$ cat src/rtl/usb_rx_pkg.sv
// Shared definitions for the full-speed USB receive front end:
// line-state encodings, receiver FSM states and SYNC constants.
package usb_rx_pkg;

   // Line state is {D+, D-} after synchronisation
   localparam logic [1:0] LS_J   = 2'b10;
   localparam logic [1:0] LS_K   = 2'b01;
   localparam logic [1:0] LS_SE0 = 2'b00;
   localparam logic [1:0] LS_SE1 = 2'b11;

   typedef enum logic [2:0] {
      IDLE,
      SYNC,
      DATA,
      EOP,
      ABORT
   } rx_state_t;

   // Newest decoded bit enters at the MSB, so KJKJKJKK reads 1000_0000
   localparam logic [7:0] SYNC_PATTERN      = 8'b1000_0000;
   localparam int         SYNC_TIMEOUT_BITS = 16;

endpackage

$ cat src/rtl/usb_rx_dpll.sv
// Line synchroniser and bit-timing recovery for the USB receiver.
// Ports: clk_48mhz, reset_n (sync, active-low), usb_p_rx/usb_n_rx (async pads)
//        -> line_state {p,n}, bit_strobe (one clock per recovered bit).
// Optional USB_RX_GLITCH_FILTER_EN: accept a line state only after two
// identical consecutive samples, so one-clock glitches never re-phase the DPLL.
module usb_rx_dpll
   import usb_rx_pkg::*;
#(
   parameter int OVERSAMPLE = 4
) (
   input  logic       clk_48mhz,
   input  logic       reset_n,
   input  logic       usb_p_rx,
   input  logic       usb_n_rx,
   output logic [1:0] line_state,
   output logic       bit_strobe
);

   localparam int PW = (OVERSAMPLE > 1) ? $clog2(OVERSAMPLE) : 1;
   localparam logic [PW-1:0] HALF = PW'(OVERSAMPLE / 2);
   localparam logic [PW-1:0] LAST = PW'(OVERSAMPLE - 1);

   logic [1:0]    meta;
   logic [1:0]    sync;
   logic [1:0]    line_d;
   logic [PW-1:0] phase;
   logic [PW-1:0] phase_cur;
   logic          change;

   always_ff @(posedge clk_48mhz) begin
      if (!reset_n) begin
         meta <= LS_J;
         sync <= LS_J;
      end else begin
         meta <= {usb_p_rx, usb_n_rx};
         sync <= meta;
      end
   end

`ifdef USB_RX_GLITCH_FILTER_EN
   logic [1:0] filt;

   always_ff @(posedge clk_48mhz) begin
      if (!reset_n)
         filt <= LS_J;
      else if (meta == sync)
         filt <= sync;
   end

   assign line_state = filt;
`else
   assign line_state = sync;
`endif

   // The clock on which a new state appears is phase 0 of its bit
   assign change     = line_state != line_d;
   assign phase_cur  = change ? '0 : phase;
   assign bit_strobe = phase_cur == HALF;

   always_ff @(posedge clk_48mhz) begin
      if (!reset_n) begin
         line_d <= LS_J;
         phase  <= '0;
      end else begin
         line_d <= line_state;
         phase  <= (phase_cur == LAST) ? '0 : phase_cur + 1'b1;
      end
   end

endmodule

$ cat src/rtl/usb_rx_frontend.sv
// Full-speed USB receive front end: NRZI decode, SYNC detect, bit
// unstuffing, LSB-first byte assembly, EOP/error flagging, bus reset detect.
// Ports: clk_48mhz, reset_n (sync, active-low), usb_p_rx, usb_n_rx
//        -> rx_data[7:0], rx_valid, pkt_start, pkt_end, rx_err, usb_reset.
// Build option USB_RX_GLITCH_FILTER_EN enables the line glitch filter.
module usb_rx_frontend
   import usb_rx_pkg::*;
#(
   parameter int OVERSAMPLE   = 4,
   parameter int MAX_ONES     = 6,
   parameter int RESET_CYCLES = 120
) (
   input  logic       clk_48mhz,
   input  logic       reset_n,
   input  logic       usb_p_rx,
   input  logic       usb_n_rx,
   output logic [7:0] rx_data,
   output logic       rx_valid,
   output logic       pkt_start,
   output logic       pkt_end,
   output logic       rx_err,
   output logic       usb_reset
);

   localparam int OW = $clog2(MAX_ONES + 1);
   localparam int CW = $clog2(RESET_CYCLES + 1);
   localparam logic [OW-1:0] ONES_MAX = OW'(MAX_ONES);
   localparam logic [CW-1:0] RC       = CW'(RESET_CYCLES);
   localparam logic [CW-1:0] RC_M1    = CW'(RESET_CYCLES - 1);
   localparam logic [4:0]    SYNC_END = 5'(SYNC_TIMEOUT_BITS - 1);

   logic [1:0]    line_state;
   logic          bit_strobe;
   rx_state_t     state;
   logic [1:0]    prev_ls;
   logic [7:0]    shift;
   logic [7:0]    nshift;
   logic [4:0]    sync_cnt;
   logic [OW-1:0] ones;
   logic [2:0]    bcnt;
   logic [7:0]    sr;
   logic          se0_seen;
   logic [CW-1:0] se0_cnt;
   logic          nrzi;
   logic          is_j;
   logic          is_k;
   logic          is_se0;
   logic          is_se1;

   usb_rx_dpll #(
      .OVERSAMPLE(OVERSAMPLE)
   ) u_dpll (
      .clk_48mhz (clk_48mhz),
      .reset_n   (reset_n),
      .usb_p_rx  (usb_p_rx),
      .usb_n_rx  (usb_n_rx),
      .line_state(line_state),
      .bit_strobe(bit_strobe)
   );

   assign is_j   = line_state == LS_J;
   assign is_k   = line_state == LS_K;
   assign is_se0 = line_state == LS_SE0;
   assign is_se1 = line_state == LS_SE1;
   assign nrzi   = line_state == prev_ls;
   assign nshift = {nrzi, shift[7:1]};

   always_ff @(posedge clk_48mhz) begin
      if (!reset_n) begin
         state     <= IDLE;
         prev_ls   <= LS_J;
         shift     <= 8'hFF;
         sync_cnt  <= '0;
         ones      <= '0;
         bcnt      <= '0;
         sr        <= '0;
         se0_seen  <= 1'b0;
         se0_cnt   <= '0;
         rx_data   <= 8'h00;
         rx_valid  <= 1'b0;
         pkt_start <= 1'b0;
         pkt_end   <= 1'b0;
         rx_err    <= 1'b0;
         usb_reset <= 1'b0;
      end else begin
         rx_valid  <= 1'b0;
         pkt_start <= 1'b0;
         pkt_end   <= 1'b0;
         rx_err    <= 1'b0;

         if (is_se0) begin
            if (se0_cnt != RC)
               se0_cnt <= se0_cnt + 1'b1;
            if (se0_cnt >= RC_M1)
               usb_reset <= 1'b1;
         end else begin
            se0_cnt   <= '0;
            usb_reset <= 1'b0;
         end

         if (usb_reset) begin
            state <= IDLE;
         end else if (bit_strobe) begin
            prev_ls <= line_state;
            unique case (state)
               IDLE: begin
                  if (is_k) begin
                     state    <= SYNC;
                     shift    <= {1'b0, 7'h7F};
                     sync_cnt <= 5'd1;
                  end else if (is_se1) begin
                     rx_err <= 1'b1;
                  end
               end
               SYNC: begin
                  unique case (1'b1)
                     is_se0: state <= IDLE;
                     is_se1: begin
                        rx_err <= 1'b1;
                        state  <= IDLE;
                     end
                     default: begin
                        shift <= nshift;
                        if (nshift == SYNC_PATTERN) begin
                           pkt_start <= 1'b1;
                           ones      <= '0;
                           bcnt      <= '0;
                           state     <= DATA;
                        end else if (sync_cnt == SYNC_END) begin
                           rx_err <= 1'b1;
                           state  <= IDLE;
                        end else begin
                           sync_cnt <= sync_cnt + 1'b1;
                        end
                     end
                  endcase
               end
               DATA: begin
                  se0_seen <= 1'b0;
                  unique case (1'b1)
                     is_se0: state <= EOP;
                     is_se1: begin
                        rx_err <= 1'b1;
                        state  <= ABORT;
                     end
                     default: begin
                        if (ones == ONES_MAX) begin
                           // Bit after a full run of 1s must be a stuffed 0
                           if (nrzi) begin
                              rx_err <= 1'b1;
                              state  <= ABORT;
                           end else begin
                              ones <= '0;
                           end
                        end else begin
                           ones <= nrzi ? ones + 1'b1 : '0;
                           sr   <= nshift_sr(nrzi, sr);
                           bcnt <= bcnt + 1'b1;
                           if (bcnt == 3'd7) begin
                              rx_data  <= nshift_sr(nrzi, sr);
                              rx_valid <= 1'b1;
                           end
                        end
                     end
                  endcase
               end
               EOP: begin
                  unique case (1'b1)
                     is_se0: se0_seen <= 1'b1;
                     is_j && se0_seen: begin
                        pkt_end <= 1'b1;
                        // 0 or 1 dribble bits are tolerated
                        rx_err  <= bcnt >= 3'd2;
                        state   <= IDLE;
                     end
                     default: begin
                        rx_err <= 1'b1;
                        state  <= IDLE;
                     end
                  endcase
               end
               ABORT: begin
                  unique case (1'b1)
                     is_se0: se0_seen <= 1'b1;
                     is_j && se0_seen: begin
                        pkt_end <= 1'b1;
                        state   <= IDLE;
                     end
                     default: se0_seen <= 1'b0;
                  endcase
               end
               default: state <= IDLE;
            endcase
         end
      end
   end

   function automatic logic [7:0] nshift_sr(input logic b, input logic [7:0] v);
      return {b, v[7:1]};
   endfunction

endmodule
$ cat config.mk
export PLATFORM = sky130hd
export DESIGN_NAME = usb_rx_frontend
export DESIGN_NICKNAME = d
export VERILOG_FILES = /design/src/rtl/usb_rx_pkg.sv /design/src/rtl/usb_rx_dpll.sv /design/src/rtl/usb_rx_frontend.sv
export SDC_FILE = /design/constraint.sdc
export NUM_CORES = 1
export LEC_CHECK = 0
export CORE_ASPECT_RATIO = 0.6
export CORE_MARGIN = 8
export CORE_UTILIZATION = 63
export CTS_CLUSTER_DIAMETER = 100
export CTS_CLUSTER_SIZE = 30
export DETAILED_ROUTE_END_ITERATION = 6
export PLACE_DENSITY_LB_ADDON = 0.2
export SLEW_MARGIN = 20
export SYNTH_ARGS = -nofsm -noshare
export SYNTH_HDL_FRONTEND = slang
export SYNTH_SLANG_ARGS = --single-unit
$ cat constraint.sdc
create_clock -name clk_48mhz -period 3.5 [get_ports clk_48mhz]
set_input_delay 0.7 -clock clk_48mhz [delete_from_list [all_inputs] [get_ports clk_48mhz]]
set_output_delay 0.7 -clock clk_48mhz [all_outputs]
set_load 0.01 [all_outputs]
==> results.txt, run 1 <==
outcome: complete, no violations
# resized after CTS: 0
Post-synth EDFFs: 0
top_reg_cell synth: dfxtp_1
hold_ws: 0.416 ns
worst skew pair latency: 0.34 ns
post-synthesis async set-or-reset flop share: 0
Worst Path Required: 3.72 ns
Power Density: 416 nW/um^2
# IOs: 17
DR DRC count: 0
maximum clock path buffer count: 2
clk sinks: 59
Detailed Place HPWL: 4.06 mm
detailed router's first-iteration violation count: 165
# rows: 19
largest net degree at the start of global routing: 27
Hold Crit Class: flip-flop to flip-flop
Post-CTS Setup Bufs: 0
WP data arrival: 2.93 ns
cts bufs inserted: 9
Die X: 102 um
VDD IR-drop max: 0.335 mV
Worst Setup Start Kind: flip-flop
synthesized cell area: 2820 sq um
Worst Setup Path Type: flip-flop to flip-flop
remaining antenna violation count: 0
RD Place Congestion: 0.834
Max Clock Skew: 0.00781 ns
RSZ-0062 raised after global routing: no
DRT Pass-1 Iters: 6
fin crit share: 0.775
final number of setup-violating endpoints: 0
Worst-Margin Slew: 0.634 ns
Ant. Diodes: 0
Initial Utilization: 0.635
syn_area_per_cell: 8.74 sq um
fin crit period: 2.71 ns
Clock Pin Slew Worst Setup and Hold Paths: 0.07 ns
commonest non-fill, non-tap cell in the layout: dfxtp_1
# nets final: 359
Synth Register Bits: 59
synthesized instance count: 323
CP Max Fanout: 9
CTS Root Cell: clkbuf_8
wire length of the first global-routing pass: 9.92 mm
grt ovf: 0
die height: 67.9 um
Lkg Pwr: 1.16 nW
Yosys cell types: 50
vias in the first global route: 2106
initial antenna violation count: 0
Post-Syn Nets: 343
commonest cells after routing, fill and taps aside: dfxtp_1, nand2_1, a21oi_1, nor2_1, nand3_1
sequential area share after synthesis: 0.418
Layout Area Growth over Synthesis: 13.6%
slew margin rel.: 0.577
final core utilization: 0.722
GRT Overall Usage: 0.188
core area: 4450 sq um
final hold vios: 0
DR vias/cell: 5.60
Slew Viols, Final: 0
Critical Path End Type: flip-flop
Synthesis Warnings: 0
maximum clock frequency: 369 MHz
final wirelength: 5.73 mm
total die area: 6950 sq um
share of layout cells above drive strength 1: 0.0756
via count: 2280
Max H-tree Level: 3
setup_tns: 0 ns
wire length per cell: 14.1 um
Port Buffers: 16
CTS tree: yes
Max Cap Viol: 0
cts hold-fix bufs: 0
## final cells by class
type	instances	area [sq um]
tap	63	78.8
timing repair buffer	19	183
clock buffer	9	124
multi-input combinational	239	1530
sequential	59	1180
fill	369	1240
inverter	11	41.3
clock inverter	7	68.8
## worst max-delay path, stage by stage (launching register included)
cell and delay [ns]:
dfxtp_1 0.55, xor2_1 0.18, nor2_1 0.07, and2_1 0.18, inv_1 0.06, ha_1 0.20
nor2b_1 0.50, and4_1 0.41, nand2_1 0.23, nand2_1 0.13, a21oi_1 0.08
## synth_stat cells (all sizes together), types with 2 or more instances
| cell type | number | share of area |
|---|---|---|
| clkbuf | 7 | 0.0093 |
| nand3 | 17 | 0.030 |
| nor3b | 3 | 0.014 |
| nor2b | 5 | 0.011 |
| and3 | 3 | 0.0066 |
| dfxtp | 59 | 0.42 |
| buf | 7 | 0.015 |
| a31oi | 2 | 0.0044 |
| a22oi | 2 | 0.0053 |
| nand4 | 5 | 0.011 |
| nor2 | 26 | 0.035 |
| a21boi | 2 | 0.0053 |
| ha | 16 | 0.071 |
| nand3b | 3 | 0.0080 |
| nand2 | 45 | 0.060 |
| o211ai | 3 | 0.0097 |
| o21ai | 8 | 0.016 |
| a211oi | 4 | 0.012 |
| a2bb2oi | 2 | 0.0062 |
| and2 | 6 | 0.013 |
| xor2 | 7 | 0.022 |
| nand4b | 3 | 0.0093 |
| mux2i | 12 | 0.043 |
| a21oi | 28 | 0.050 |
| or3 | 5 | 0.011 |
| inv | 10 | 0.013 |
| nor3 | 4 | 0.0071 |
| xnor2 | 4 | 0.012 |
| nor4 | 2 | 0.0044 |
| and4b | 2 | 0.0071 |
| nand2b | 9 | 0.020 |
## final timing paths
path	start	to	slack, ns	depth (start not counted)
hold reg to reg	u_dpll.meta[1]$_SDFF_PN1_	u_dpll.line_state[1]$_SDFF_PN1_	0.42	1
setup reg to reg	u_dpll.line_state[0]$_SDFF_PN0_	rx_data[3]$_SDFFE_PN0P_	0.79	10
hold / removal	u_dpll.meta[1]$_SDFF_PN1_	u_dpll.line_state[1]$_SDFF_PN1_	0.42	1
setup / recovery	u_dpll.line_state[0]$_SDFF_PN0_	rx_data[3]$_SDFFE_PN0P_	0.79	10
## through the flow
step                instance area (sq um)  power [mW]  worst slack (ns)  std cells
global route                         3210        1.38             0.474        407
floorplan                            2820       0.739              1.18        323
CTS                                  3210        1.35             0.799        407
detailed placement                   3020       0.756             0.849        391
global placement                     3020       0.756             0.906        391
finish                               3210        1.34             0.786        407
## where the power goes
part	internal, mW	leakage (nW)	switching [mW]	total, mW
logic	0.0224	0.589	0.0364	0.0588
clock network	0.325	0.0950	0.267	0.592
registers	0.679	0.477	0.00586	0.684
## sequential cells by signal, summed over array words and instances, names as in the netlist, 2 cells and up
register / cells
u_dpll.line_d: 2
bcnt: 3
state: 3
sync_cnt: 5
shift: 7
u_dpll.line_state: 2
ones: 3
rx_data: 8
prev_ls: 2
se0_cnt: 7
u_dpll.phase: 2
u_dpll.meta: 2
sr: 7
## metal layers
metal | share of wire | track usage | up-vias
met4 | 0.011 | 0.0544 | 0
met5 | 0 | 0 | -
met3 | 0.069 | 0.0812 | 7
met2 | 0.39 | 0.262 | 68
met1 | 0.53 | 0.258 | 1049
li1 | - | - | 1156
## cell families (layout without fill, tap and decap cells)
kind of cell	after synthesis	after routing	synth area share
AO/OA/AOI/OAI	58	58	0.135
XOR/XNOR	11	11	0.0341
adder cells (fa/ha/maj)	16	16	0.0709
buffers and inverters	25	46	0.0390
flip-flops	59	59	0.418
multiplexers	12	12	0.0425
AND/OR/NAND/NOR	142	142	0.261
Power figures use the tool's default switching activity.
==> run 2: changes to the inputs <==
- CORE_UTILIZATION: 63 -> 59
- clock period: 3.5 -> 2.7 ns (I/O delays scaled with it)
==> results.txt, run 2 (synthesis results as in run 1) <==
die height: 69.6 um
Worst Hold Launch: u_dpll.meta[1]$_SDFF_PN1_
Hold Crit Class: flip-flop to flip-flop
DR vias/cell: 5.72
# IOs: 17
final number of setup-violating endpoints: 0
CTS tree: yes
largest reg by FF count: rx_data
remaining antenna violation count: 0
RD Place Congestion: 0.882
CP startpoint: u_dpll.line_state[1]$_SDFF_PN1_
fin worst setup slack: 0.283 ns
wire length per cell: 15.5 um
commonest non-fill, non-tap cell in the layout: dfxtp_1
Lkg Pwr: 1.18 nW
worst r2r src: u_dpll.line_state[1]$_SDFF_PN1_
RSZ-0062 raised after global routing: no
pre-CTS WS: 0.329 ns
Post-CTS Setup Bufs: 0
Max Cap Viol: 0
max incr delay on CP: 0.49 ns
Register Area: 1180 sq um
Max H-tree Level: 3
VDD IR-drop max: 0.351 mV
CP max stage cell: dfxtp_1
Finished Layout Cells: 411
DR DRC count: 0
number of cells on the worst reg-to-reg path: 10
Port Buffers: 16
Reg2Reg Setup Slack: 0.28 ns
Detailed Place HPWL: 4.56 mm
Slew Viols, Final: 0
final hold vios: 0
cts hold-fix bufs: 0
WP data arrival: 2.64 ns
Worst Setup Path Type: flip-flop to flip-flop
final wirelength: 6.37 mm
# nets final: 364
# resized after CTS: 0
detailed router's first-iteration violation count: 193
Critical Path End Type: flip-flop
CTS Root Cell: clkbuf_8
most used cell, CP: nand2_1
setup_tns: 0 ns
Worst Path Required: 2.92 ns
total die area: 7330 sq um
worst skew pair latency: 0.34 ns
share of layout cells above drive strength 1: 0.0805
Worst-Margin Slew: 0.567 ns
Layout Area Growth over Synthesis: 13.8%
Placement Cell Area: 3050 sq um
via count: 2352
final core utilization: 0.701
max reg flops: 8
cts bufs inserted: 9
wire length of the first global-routing pass: 10.5 mm
Power Density: 511 nW/um^2
slew margin rel.: 0.621
Worst Setup Start Kind: flip-flop
Clock Pin Slew Worst Setup and Hold Paths: 0.06 ns
Fill cells: 368
Hold Crit Depth: 1
commonest cells after routing, fill and taps aside: dfxtp_1, nand2_1, a21oi_1, nor2_1, nand3_1
CP Max Fanout: 9
cell count after placement: 396
GRT Overall Usage: 0.178
largest net degree at the start of global routing: 22
Min-Delay Endpoint: u_dpll.line_state[1]$_SDFF_PN1_
Max Clock Skew: 0.00706 ns
maximum clock frequency: 414 MHz
fin crit share: 0.895
reg-to-reg endpoint: rx_data[4]$_SDFFE_PN0P_
crit-path cells: xor2_1, nor2_1, and2_1, inv_1, ha_1, nor2b_1, and4_1, nand2_1, nand2_1, a21oi_1
outcome: complete, no violations
core area: 4590 sq um
# rows: 19
initial antenna violation count: 0
grt ovf: 0
multi-input logic area: 1530 sq um
Die X: 105 um
Initial Utilization: 0.615
vias in the first global route: 2131
Ant. Diodes: 0
DRT Pass-1 Iters: 5
maximum clock path buffer count: 2
clk sinks: 59
fin crit period: 2.42 ns
Design Area, Final: 3210 sq um
-- run 2: cell count changes in the layout (fill, tap and decap cells not counted), sizes merged --
cell	change
clkbuf	+3
bufinv	-1
clkinv	-1
clkinvlp	-2
buf	+5
-- run 2: how the worst max path moves through the flow --
stage / slack [ns] / cells after the start / endpoint
after CTS: 0.31 / 10 / rx_data[7]$_SDFFE_PN0P_
after global routing: 0.01 / 10 / rx_data[7]$_SDFFE_PN0P_
after global placement: 0.43 / 10 / sync_cnt[3]$_SDFFE_PN0P_
after floorplan: 0.38 / 13 / rx_data[0]$_SDFFE_PN0P_
after detailed placement: 0.33 / 10 / rx_data[4]$_SDFFE_PN0P_
final: 0.28 / 10 / rx_data[4]$_SDFFE_PN0P_
-- run 2: metrics by stage --
stage | hold slack, ns | power (mW)
2_1_floorplan | 0.386 | 0.958
4_1_cts | 0.406 | 1.65
3_3_place_gp | 0.397 | 0.985
5_1_grt | 0.414 | 1.70
6_report | 0.404 | 1.64
3_5_place_dp | 0.393 | 0.987
-- run 2: power by group --
group          internal (mW)  leakage [nW]  total [mW]  switching (mW)
Combinational         0.0322         0.616      0.0838          0.0516
Sequential             0.880         0.477       0.886         0.00598
Clock                  0.348        0.0860       0.672           0.324
-- run 2: worst max-delay path, delay by kind of cell, from the launching register on --
family                   cells  cell delay [ns]
flip-flops                   1             0.49
XOR/XNOR                     1             0.19
adder cells (fa/ha/maj)      1             0.20
buffers and inverters        1             0.06
AO/OA/AOI/OAI                1             0.07
AND/OR/NAND/NOR              6             1.28
-- run 2: layout make-up --
class / count / share of cell area
Clock buffer: 12 / 0.0452
Tap cell: 63 / 0.0245
Clock inverter: 3 / 0.00467
Inverter: 11 / 0.0128
Timing Repair Buffer: 24 / 0.0685
Multi-Input combinational cell: 239 / 0.477
Sequential cell: 59 / 0.367
-- run 2: layer usage --
metal / global-route usage / wire length, um / up-vias
li1: - / - / 1165
met3: 0.0584 / 564 / 7
met4: 0.0660 / 52 / 0
met5: 0 / 0 / -
met2: 0.237 / 2590 / 90
met1: 0.256 / 3160 / 1090
